**src/rtl/regfile_pkg.sv**
```systemverilog
// Shared CPU register-file types and constants.
// Optional same-cycle bypass is enabled with REGFILE_BYPASS_EN.
package regfile_pkg;

  typedef logic        Bit_t;
  typedef logic [31:0] Word_t;
  typedef logic [4:0]  Reg_addr_t;

  localparam Bit_t  ENABLE    = 1'b1;
  localparam Bit_t  DISABLE   = 1'b0;
  localparam Word_t ZERO_WORD = 32'h0;
  localparam int    REG_NUM   = 32;

  localparam logic [0:0] RF_INIT  = 1'b0;
  localparam logic [0:0] RF_READY = 1'b1;

endpackage

```
**src/rtl/hilo_reg.sv**
```systemverilog
// HI/LO multiply-divide result registers.
// REGFILE_BYPASS_EN forwards write data to the outputs in the write cycle.
module hilo_reg
  import regfile_pkg::*;
(
  input  logic        clk,
  input  logic        rst_n,
  input  logic        hi_we,
  input  logic        lo_we,
  input  logic [31:0] hi_wdata,
  input  logic [31:0] lo_wdata,
  output logic [31:0] hi_data,
  output logic [31:0] lo_data
);

  Word_t hi_q, hi_d;
  Word_t lo_q, lo_d;

  always_comb begin
    hi_d = hi_q;
    lo_d = lo_q;
    if (hi_we == ENABLE) hi_d = hi_wdata;
    if (lo_we == ENABLE) lo_d = lo_wdata;
  end

  always_ff @(posedge clk) begin
    if (!rst_n) begin
      hi_q <= ZERO_WORD;
      lo_q <= ZERO_WORD;
    end else begin
      hi_q <= hi_d;
      lo_q <= lo_d;
    end
  end

`ifdef REGFILE_BYPASS_EN
  assign hi_data = hi_d;
  assign lo_data = lo_d;
`else
  assign hi_data = hi_q;
  assign lo_data = lo_q;
`endif

endmodule

```
**src/rtl/regfile.sv**
```systemverilog
// Two-read/one-write integer register file with post-reset clear sequencer.
// REGFILE_BYPASS_EN forwards same-cycle write data to matching reads.
module regfile
  import regfile_pkg::*;
#(
  parameter int NUM_REGS    = REG_NUM,
  parameter int INIT_CYCLES = NUM_REGS
) (
  input  logic        clk,
  input  logic        rst_n,
  output logic        ready,
  input  logic        reg1_read,
  input  logic [4:0]  reg1_addr,
  output logic [31:0] reg1_data,
  input  logic        reg2_read,
  input  logic [4:0]  reg2_addr,
  output logic [31:0] reg2_data,
  input  logic        wreg_write,
  input  logic [4:0]  wreg_addr,
  input  logic [31:0] wreg_data,
  input  logic        hi_we,
  input  logic        lo_we,
  input  logic [31:0] hi_wdata,
  input  logic [31:0] lo_wdata,
  output logic [31:0] hi_data,
  output logic [31:0] lo_data
);

  localparam int CNT_W = (INIT_CYCLES > 1) ? $clog2(INIT_CYCLES) : 1;
  localparam logic [CNT_W-1:0] CNT_LAST = CNT_W'(INIT_CYCLES - 1);

  logic [0:0]       state_q, state_d;
  logic [CNT_W-1:0] cnt_q, cnt_d;

  Word_t     mem [NUM_REGS];
  Bit_t      mem_we;
  Reg_addr_t mem_waddr;
  Word_t     mem_wdata;
  Bit_t      in_init;

  assign in_init = (state_q == RF_INIT);
  assign ready   = (state_q == RF_READY);

  always_comb begin
    state_d = state_q;
    cnt_d   = cnt_q;
    case (state_q)
      RF_INIT: begin
        if (cnt_q == CNT_LAST) state_d = RF_READY;
        else                   cnt_d   = cnt_q + 1'b1;
      end
      default: ;
    endcase
  end

  always_ff @(posedge clk) begin
    if (!rst_n) begin
      state_q <= RF_INIT;
      cnt_q   <= '0;
    end else begin
      state_q <= state_d;
      cnt_q   <= cnt_d;
    end
  end

  // Clear port and write-back port share the single array write port.
  always_comb begin
    mem_we    = DISABLE;
    mem_waddr = wreg_addr;
    mem_wdata = wreg_data;
    if (rst_n) begin
      unique case (1'b1)
        in_init: begin
          mem_we    = ENABLE;
          mem_waddr = 5'(cnt_q);
          mem_wdata = ZERO_WORD;
        end
        default: begin
          mem_we = wreg_write && (wreg_addr != 5'd0);
        end
      endcase
    end
  end

  always_ff @(posedge clk) begin
    if (mem_we) mem[mem_waddr] <= mem_wdata;
  end

  function automatic Bit_t rd_ok(input logic en, input Reg_addr_t a);
    return en && (a != 5'd0) && ready;
  endfunction

  always_comb begin
    reg1_data = ZERO_WORD;
    if (rd_ok(reg1_read, reg1_addr)) begin
      reg1_data = mem[reg1_addr];
`ifdef REGFILE_BYPASS_EN
      if (wreg_write && (wreg_addr == reg1_addr)) reg1_data = wreg_data;
`endif
    end
  end

  always_comb begin
    reg2_data = ZERO_WORD;
    if (rd_ok(reg2_read, reg2_addr)) begin
      reg2_data = mem[reg2_addr];
`ifdef REGFILE_BYPASS_EN
      if (wreg_write && (wreg_addr == reg2_addr)) reg2_data = wreg_data;
`endif
    end
  end

  hilo_reg u_hilo (
    .clk      (clk),
    .rst_n    (rst_n),
    .hi_we    (hi_we),
    .lo_we    (lo_we),
    .hi_wdata (hi_wdata),
    .lo_wdata (lo_wdata),
    .hi_data  (hi_data),
    .lo_data  (lo_data)
  );

endmodule

```
**config.mk**
```make
export PLATFORM = sky130hd
export DESIGN_NAME = regfile
export DESIGN_NICKNAME = d
export VERILOG_FILES = /design/src/rtl/regfile_pkg.sv /design/src/rtl/hilo_reg.sv /design/src/rtl/regfile.sv
export SDC_FILE = /design/constraint.sdc
export NUM_CORES = 1
export LEC_CHECK = 0
export CORE_AREA = 2 2 361 363
export CTS_CLUSTER_SIZE = 30
export DETAILED_ROUTE_END_ITERATION = 10
export DIE_AREA = 0 0 363 365
export GPL_ROUTABILITY_DRIVEN = 0
export HOLD_SLACK_MARGIN = 0.06
export PLACE_DENSITY = 0.62
export RECOVER_POWER = 25
export SYNTH_ARGS = -nofsm -noshare
export SYNTH_HDL_FRONTEND = slang
export SYNTH_HIERARCHICAL = 1
export SYNTH_SLANG_ARGS = --single-unit
```
**constraint.sdc**
```tcl
create_clock -name clk -period 3.6 [get_ports clk]
set_clock_uncertainty 0.15 [all_clocks]
set_input_delay 0.36 -clock clk [delete_from_list [all_inputs] [get_ports clk]]
set_output_delay 0.36 -clock clk [all_outputs]
set_load 0.05 [all_outputs]
```
==> results.json <==
{
  "status": "complete, but fails checks",
  "failed_checks": "max-capacitance violations, max-slew violations",
  "seq_power_share": 0.499,
  "antenna_found_initial": 3,
  "wirelength_microns": 168400,
  "drt_first_iter_violations": 4190,
  "mappedNetlistArea_sq_um": 51100,
  "power_density_nw_per_um2": 462.3,
  "comb_power_share": 0.097,
  "p_sw_frac": 0.2388,
  "gr-total-overflow": 0,
  "hold_path.class": "input port to register",
  "cts_tree": "built",
  "p_clk_frac": 0.405,
  "fmax_mhz": 289.0,
  "max_slew_margin": -0.6075,
  "grt_pass1_vias": 32010,
  "final_nets": 3538,
  "finalSetupViolCount": 0,
  "async_reset_ff_frac": 0,
  "syn_to_final_growth_pct": 19.95,
  "synth_fp_nets": 3155,
  "vias_per_cell": 6.263,
  "port_buffers": 246,
  "synth.top_cell.area_share": 0.6017,
  "synth_area_per_cell_sq_um": 16.84,
  "synth_cell_types": 45,
  "cts_sinks": 1094,
  "worst-path-max-fanout": 2,
  "fin_crit_ns": 3.460,
  "clock_latency_ns": 0.73,
  "rsz0062_at_grt": "false",
  "cts.htree.levels": 3,
  "numCtsBuffers": 114,
  "hpwlAfterDp_microns": 103800,
  "start_util": 0.3972,
  "vdd_drop_max_v": 0.0004298,
  "arrival_ns": 2.95,
  "io_pins": 247,
  "netlist_instances": 3035,
  "final_cells": 5193,
  "hold_violations": 0,
  "crit_required_ns": 3.09,
  "worstSetupStartpointType": "register",
  "r2r_cells": 6,
  "yosys-top-cells-count": "edfxtp_1 (1024), mux2i_1 (579), mux4_2 (256)",
  "p_leak_nw": 21.06,
  "min_path_cells": 3,
  "cts_post_setup_buffers_inserted": 0,
  "clock-root-buffer": "clkbuf_16",
  "grt_use_total": 0.2499,
  "grt_pass1_wl_microns": 235700,
  "core_area_sq_um": 128700,
  "min_period_over_period": 0.9610,
  "p_switching_mw": 6.768,
  "drv_cap": 2,
  "ys_top_cells_by_area": "edfxtp_1 (60%), mux2i_1 (11%), mux4_2 (11%), dfxtp_1 (2.7%), a211oi_1 (1.6%)",
  "die_area_sq_um": 132500,
  "cp-end-kind": "primary output",
  "worst_pin_slew_ns": 2.411,
  "rows": 132,
  "dieHeight_microns": 365,
  "synth_edf_count": 1024,
  "drive_above_1_share": 0.2574,
  "ys.flop_type": "edfxtp_1",
  "clkTransAtPathRegs_ns": 0.06,
  "worst_slack_ns": 0.1404,
  "yosys_warnings": 6,
  "drc": 0,
  "grt_max_degree": 73,
  "dieWidth_microns": 363,
  "vias": 32530,
  "place_inst": 4973,
  "crit_type": "register to primary output",
  "wl_per_cell_microns": 32.42,
  "synth_seq_area_share": 0.6291,
  "antenna_left": 0,
  "synth_top_area_cell": "edfxtp_1",
  "dpl_worst_slack_ns": 0.05443,
  "slew_violations": 66,
  "cts_buffer_depth": 3,
  "intPower_mw": 21.57,
  "synth.most_common_cell": "edfxtp_1",
  "fillers": 10800,
  "finalHoldWorstSlack_ns": 0.1077,
  "ys_seq_elements": 1094,
  "dr.pass1.iters": 5
}
power by group through the flow:
| stage | sequential, mW | clock [mW] | combinational, mW |
|---|---|---|---|
| finish | 14.1 | 11.5 | 2.74 |
| global route | 14.1 | 12.1 | 2.85 |
| CTS | 14.1 | 11.6 | 2.72 |
| detailed placement | 14.4 | 0 | 2.71 |
| global placement | 14.4 | 0 | 2.69 |
| floorplan | 14.5 | 0 | 1.50 |
logic make-up (layout without fill, tap and decap cells):
group | count (synthesis) | count (layout) | share of synthesized area
and+or+nand+nor | 385 | 385 | 0.03817
adders and majority gates | 2 | 2 | 0.0004896
buffers and inverters | 256 | 737 | 0.02980
AOI/OAI and AO/OA | 395 | 395 | 0.06136
muxes | 900 | 900 | 0.2405
xor gates and xnor gates | 3 | 3 | 0.0005142
DFF | 1094 | 1094 | 0.6291
other | 0 | 2 | 0
critical path, stage by stage, from the launching register on:
cell	delay, ns
edfxtp_1	0.40
mux4_2	0.48
mux2_2	0.28
a221oi_1	0.49
a211oi_2	0.21
buf_4	0.21
buf_12	0.14
timing repair:
action | in CTS | in global routing
hold buffers | 4 | 0
endpoints found under the setup margin | 1 | 5
gates resized for setup | 1 | 4
endpoints found under the hold margin | 4 | 0
layout make-up:
type	instances	area [sq um]	area share
sequential	1094	32150	0.5245
multi-input combinational	1685	17770	0.2899
timing repair buffer	519	5673	0.09255
clock buffer	147	3062	0.04995
tap	1675	2096	0.03419
clock inverter	67	526.8	0.008593
inverter	4	15.01	0.0002449
antenna	2	5.005	0.00008165
stage by stage:
| stage | util | cell area, sq um | setup TNS (ns) | total power [mW] |
|---|---|---|---|---|
| global placement | 0.4485 | 57700 | 0 | 17.08 |
| floorplan | - | 51100 | -2.266 | 16.03 |
| global route | 0.4764 | 61300 | 0 | 29.06 |
| CTS | 0.4767 | 61340 | 0 | 28.44 |
| detailed placement | 0.4485 | 57700 | 0 | 17.10 |
| finish | 0.4764 | 61300 | 0 | 28.34 |
final timing paths:
kind,slack (ns),end,startpoint
worst max-delay path,0.14,reg2_data[15],mem[31][15]
worst min-delay path,0.11,u_hilo/hi_data[1],hi_wdata[1]
worst max register to register,0.26,mem[18][2],ready
worst min register to register,0.36,u_hilo/lo_data[13],u_hilo/lo_data[13]
state kept, by name, summed over array words and instances, names as in the netlist:
| register | flops |
|---|---|
| u_hilo/lo_data | 32 |
| u_hilo/hi_data | 32 |
| ready | 1 |
| cnt_q | 5 |
| mem | 1024 |
cells in the final DEF (no fill, tap or decap), types with 25 or more instances in the layout:
cell,count
nor2_4,36
mux2_2,65
clkbuf_1,33
mux4_2,256
o22ai_1,64
a221oi_1,53
buf_4,210
edfxtp_1,1024
buf_12,110
a22oi_1,64
clkinv_2,26
nand4_1,65
nand2_1,152
o221ai_1,64
clkdlybuf4s50_1,169
and2_1,25
nor2b_1,65
mux2i_1,579
a211oi_1,106
dfxtp_1,69
clkbuf_16,115
per-layer routing:
metal	global-route usage	vias up	routed length, microns
met2	0.3857	1971	76210
met4	0.06956	2	4594
li1	-	13330	-
met3	0.05415	301	18000
met5	0	-	13
met1	0.3570	16920	69540
(Power assumes the default switching activity.)
